## config.mk

```make
export PLATFORM = sky130hd
export DESIGN_NAME = shot_seq
export DESIGN_NICKNAME = d
export VERILOG_FILES = /design/src/rtl/shot_seq.sv
export SDC_FILE = /design/constraint.sdc
export NUM_CORES = 1
export LEC_CHECK = 0
export ABC_AREA = 1
export CAP_MARGIN = 20
export CORE_MARGIN = 3
export CORE_UTILIZATION = 40
export CTS_BUF_LIST = sky130_fd_sc_hd__clkbuf_4
export DETAILED_ROUTE_END_ITERATION = 8
export GPL_ROUTABILITY_DRIVEN = 0
export SLEW_MARGIN = 15
export SYNTH_ARGS = -nofsm -noshare
export SYNTH_HDL_FRONTEND = slang
export SYNTH_SLANG_ARGS = --single-unit
```

## constraint.sdc

```tcl
create_clock -name clk -period 7.65 [get_ports clk]
set_input_delay 1.53 -clock clk [delete_from_list [all_inputs] [get_ports clk]]
set_output_delay 1.53 -clock clk [all_outputs]
set_load 0.05 [all_outputs]
```

## src/rtl/shot_seq.sv

```systemverilog
// shot_seq: shot sequencer that drives per-core resets, repeats shots and inserts settling gaps.
// Optional per-shot watchdog is built when SHOT_SEQ_WATCHDOG_EN is defined.
module shot_seq #(
    parameter int NPROC    = 4,
    parameter int DLYWIDTH = 24,
    parameter int TOWIDTH  = 32
) (
    input  logic                clk,
    input  logic                reset,
    input  logic                stb_start,
    input  logic                stb_abort,
    input  logic [31:0]         nshot,
    input  logic [DLYWIDTH-1:0] shotdelay,
    input  logic [TOWIDTH-1:0]  timeout,
    input  logic [NPROC-1:0]    procmask,
    input  logic [NPROC-1:0]    procdone,
    output logic [NPROC-1:0]    procreset,
    output logic                resetacc,
    output logic                busy,
    output logic                lastshotdone,
    output logic [31:0]         shotcnt,
    output logic                timedout,
    output logic [2:0]          state_mon
);
    typedef enum logic [2:0] {IDLE = 3'd0, START = 3'd1, RUN = 3'd2, GAP = 3'd3, DONE = 3'd4, ABORT = 3'd5} state_t;

    state_t              state_q, state_d;
    logic [31:0]         nshot_q, nshot_d, shotcnt_q, shotcnt_d, nshot_eff;
    logic [DLYWIDTH-1:0] delay_q, delay_d, dly_q, dly_d;
    logic [NPROC-1:0]    mask_q, mask_d, procreset_q;
    logic                resetacc_q, busy_q, lastshotdone_q;
    logic                start_ok, complete, last, wd_fire;

    assign start_ok  = state_q == IDLE && stb_start;
    assign complete  = &(procdone | ~mask_q);
    assign nshot_eff = nshot_q == 32'd0 ? 32'd1 : nshot_q;
    assign last      = shotcnt_q + 32'd1 >= nshot_eff;

`ifdef SHOT_SEQ_WATCHDOG_EN
    logic [TOWIDTH-1:0] timeout_q, timeout_d, wd_q, wd_d;
    logic               timedout_q, timedout_d;

    assign wd_fire    = state_q == RUN && timeout_q != '0 && wd_q == timeout_q - TOWIDTH'(1);
    assign timeout_d  = start_ok ? timeout : timeout_q;
    assign wd_d       = state_q == START ? '0 : state_q == RUN ? wd_q + TOWIDTH'(1) : wd_q;
    // An abort on the same cycle outranks the watchdog, so the flag is not set then.
    assign timedout_d = start_ok ? 1'b0 : (wd_fire && !stb_abort) ? 1'b1 : timedout_q;
    assign timedout   = timedout_q;

    always_ff @(posedge clk or posedge reset) begin
        if (reset) begin
            timeout_q  <= '0;
            wd_q       <= '0;
            timedout_q <= 1'b0;
        end else begin
            timeout_q  <= timeout_d;
            wd_q       <= wd_d;
            timedout_q <= timedout_d;
        end
    end
`else
    logic unused_timeout;

    assign unused_timeout = ^timeout;
    assign wd_fire        = 1'b0;
    assign timedout       = 1'b0;
`endif

    always_comb begin
        state_d = state_q;
        if (state_q != IDLE && stb_abort)
            state_d = ABORT;
        else
            case (state_q)
                IDLE:    state_d = stb_start ? START : IDLE;
                START:   state_d = RUN;
                RUN:     state_d = wd_fire ? ABORT : complete ? (last ? DONE : GAP) : RUN;
                GAP:     state_d = dly_q == '0 ? START : GAP;
                default: state_d = IDLE;
            endcase
    end

    assign nshot_d   = start_ok ? nshot : nshot_q;
    assign delay_d   = start_ok ? shotdelay : delay_q;
    assign mask_d    = start_ok ? procmask : mask_q;
    assign dly_d     = (state_d == GAP && state_q != GAP) ? delay_q :
                       (state_q == GAP && dly_q != '0) ? dly_q - DLYWIDTH'(1) : dly_q;
    assign shotcnt_d = start_ok ? 32'd0 :
                       (state_q == RUN && (state_d == GAP || state_d == DONE)) ? shotcnt_q + 32'd1 : shotcnt_q;

    always_ff @(posedge clk or posedge reset) begin
        if (reset) begin
            state_q        <= IDLE;
            nshot_q        <= '0;
            delay_q        <= '0;
            mask_q         <= '0;
            dly_q          <= '0;
            shotcnt_q      <= '0;
            procreset_q    <= '1;
            resetacc_q     <= 1'b0;
            busy_q         <= 1'b0;
            lastshotdone_q <= 1'b0;
        end else begin
            state_q        <= state_d;
            nshot_q        <= nshot_d;
            delay_q        <= delay_d;
            mask_q         <= mask_d;
            dly_q          <= dly_d;
            shotcnt_q      <= shotcnt_d;
            procreset_q    <= (state_d == START || state_d == RUN) ? ~mask_d : '1;
            resetacc_q     <= start_ok;
            busy_q         <= state_d != IDLE;
            lastshotdone_q <= state_d == DONE;
        end
    end

    assign procreset    = procreset_q;
    assign resetacc     = resetacc_q;
    assign busy         = busy_q;
    assign lastshotdone = lastshotdone_q;
    assign shotcnt      = shotcnt_q;
    assign state_mon    = state_q;
endmodule

```

==> impl_metrics.yaml <==
synth:
  synth_area_leaders: "dfrtp_1 42%, nand2_1 14%, nand3_1 7.6%"
  synth_area_per_cell_sq_um: 7.86
  netlist_area_sq_mm: 0.00721
  synth_top_cells_by_count: "261 x nand2_1, 122 x dfrtp_1, 110 x nand3_1"
  yosys.area.top_type: "dfrtp_1"
  ys_ff_latch: 126
  synth.most_common_cell: "nand2_1"
  synth_nets: 1052
  async_flop_share_pct: 100
  yosysWarnings: 0
  ys.flop_type: "dfrtp_1"
  synth-edff-count: 0
  synth.distinct_cells: 42
  netlist.area_leader.share_pct: 42.3
  syn_inst: 917
  yosysSeqAreaShare_pct: 43.8
pwr:
  cellLeakagePower_nw: 4.39
  peakVddDrop_uv: 182
  p_per_area_mw_per_mm2: 292
  power.total_mw: 2.57
clocking:
  h-tree-depth: 4
  ctsResizeCount: 0
  cts_sinks: 126
  cts_tree: "built"
  cts-root-buf: "clkbuf_4"
  ctsHoldBuffers: 0
  post-cts-setup-buffer-count: 0
  worstSkewPairLatency_ns: 0.53
  clk_pin_slew_ns: 0.12
  clk_path_buf_depth: 2
  cts_made_buffers: 17
floorplan:
  dieArea_sq_mm: 0.0197
  core_area_sq_mm: 0.0175
  initial_utilization_pct: 41.3
  pin_count: 143
  fp.dieH_um: 140
  chipWidth_um: 140
  fp-row-count: 48
timing:
  finalCriticalPeriod_ns: 4.69
  finalSetupTns_ns: 0
  setup_viol: 0
  maxSlewHeadroom_pct: 38.5
  fmax_ghz: 0.213
  finClkSkew_ns: 0.0178
  drv_slew: 0
  hold_violations: 0
  rsz0062_at_grt: "no"
  tightestPinTransition_ns: 0.922
  post-route-period-util_pct: 61.3
routing:
  dr_total_vias: 6153
  wl_met3_um: 854
  drt_pre_antenna_iters: 6
  drtIter0Drc: 443
  routed.top_layer: "met4"
  met2_wirelength_um: 8620
  route.detailed.drc: 0
  ant_nets: 0
  viasPerCell: 4.90
  drt-total-wl_um: 18000
  avgRoutedWirePerCell_um: 14.3
  drt-met1-wl_um: 8310
hold_path:
  hold_path.class: "flop to flop"
placed_design:
  port-buffer-count: 109
  dp_hpwl_um: 12800
global_route:
  grt_max_degree: 74
  grt_pass1_vias: 6008
  grt-ovfl-total: 0
  antenna_found_initial: 1
  grt_use_total_pct: 18.8
  grt_pass1_wl_um: 29800
outcome:
  status: "finished clean"
critical_path:
  slowest_stage: "dfrtp_1"
  cp_data_arrival_time_ns: 5.17
  critPathRequiredTime_ns: 8.13
  crit_path_max_fanout: 33
  crit_top_cell: "nand2_1"
  max_stage_delay_ns: 0.51
  cp_num_buf_inv: 4
  worstSetupPathType: "flop to flop"
  crit_path_start_kind: "flop"
  setup.worst_path.end_class: "flop"
  crit_family: "simple AND/OR/NAND/NOR gates"
cells_and_area:
  drive_gt1_share_pct: 6.91
  final_nets: 1151
  syn_to_final_growth_pct: 22.2
run:
  maxCapViolCount: 0
metal layers:
metal | GRT usage, % | vias to the layer above
met3 | 4.71 | 12
met4 | 4.59 | 0
met5 | 0 | -
met1 | 25.0 | 2869
met2 | 30.9 | 122
li1 | - | 3150
kinds of logic after synthesis:
logic type | after synthesis | share of synthesized area, %
fa+ha+maj | 35 | 6.07
xor+xnor | 43 | 5.22
simple gates | 495 | 31.3
flops | 126 | 43.8
buf+inv | 139 | 7.84
other cells | 1 | 0.0520
compound gates | 78 | 5.69
cell usage in the layout (no fill, tap or decap), drive strengths merged, types with 3 or more instances in the layout:
cell / instances
o21ai: 45
nor2: 66
dfrtp: 122
nand2: 266
clkbuf: 17
nor3: 14
nand3b: 4
clkinv: 6
buf: 4
inv: 105
bufinv: 6
xnor2: 9
a21oi: 24
clkdlybuf4s50: 109
nand3: 114
xor2: 34
clkinvlp: 3
nand4: 14
ha: 35
nor4: 14
dfstp: 4
sequential cells by signal (all words and copies together) (netlist names):
| signal | cells |
|---|---|
| delay_q | 24 |
| lastshotdone | 1 |
| nshot_q | 32 |
| dly_q | 24 |
| procreset | 4 |
| resetacc | 1 |
| state_mon | 3 |
| shotcnt | 32 |
| busy | 1 |
| mask_q | 4 |
worst min-delay path, cell delays in order, from the launching register on:
cell and delay, ns:
dfrtp_1 0.36, nand2_1 0.05, nand2_1 0.06
where the power goes:
part,switching (mW),internal (mW)
clock network,0.250,0.318
logic,0.626,0.322
registers,0.153,0.902
worst paths after layout:
kind	cells past startpoint	from	end	slack (ns)
max	27	shotcnt[0]	dly_q[5]	2.96
max reg2reg	27	shotcnt[0]	dly_q[5]	2.96
min in group asynchronous	2	reset	nshot_q[14]	1.48
max in group asynchronous	3	reset	dly_q[8]	4.78
min reg2reg	2	delay_q[0]	delay_q[0]	0.49
min	2	delay_q[0]	delay_q[0]	0.49
metrics by stage:
| stage | worst slack (ns) | hold WS [ns] | area, sq um | std cells | utilization [%] |
|---|---|---|---|---|---|
| after detailed placement | 2.94 | 0.467 | 8450 | 1222 | 48.4 |
| after CTS | 2.91 | 0.498 | 8800 | 1253 | 50.4 |
| after global placement | 2.96 | 0.465 | 8450 | 1222 | 48.4 |
| final | 2.96 | 0.491 | 8810 | 1255 | 50.4 |
| after global routing | 2.41 | 0.522 | 8810 | 1255 | 50.4 |
| after floorplan | 2.77 | 0.449 | 7210 | 917 | - |
area by class of cell:
type / instances / area, sq um
diodes: 2 / 5.00
flip-flops and latches: 126 / 3160
clock inverters: 14 / 223
repair buffers: 113 / 1120
inverters: 106 / 400
clock buffers: 17 / 128
multi-input cells: 652 / 3490
fillers: 1703 / 8670
well taps: 225 / 282
(Power assumes the default switching activity.)
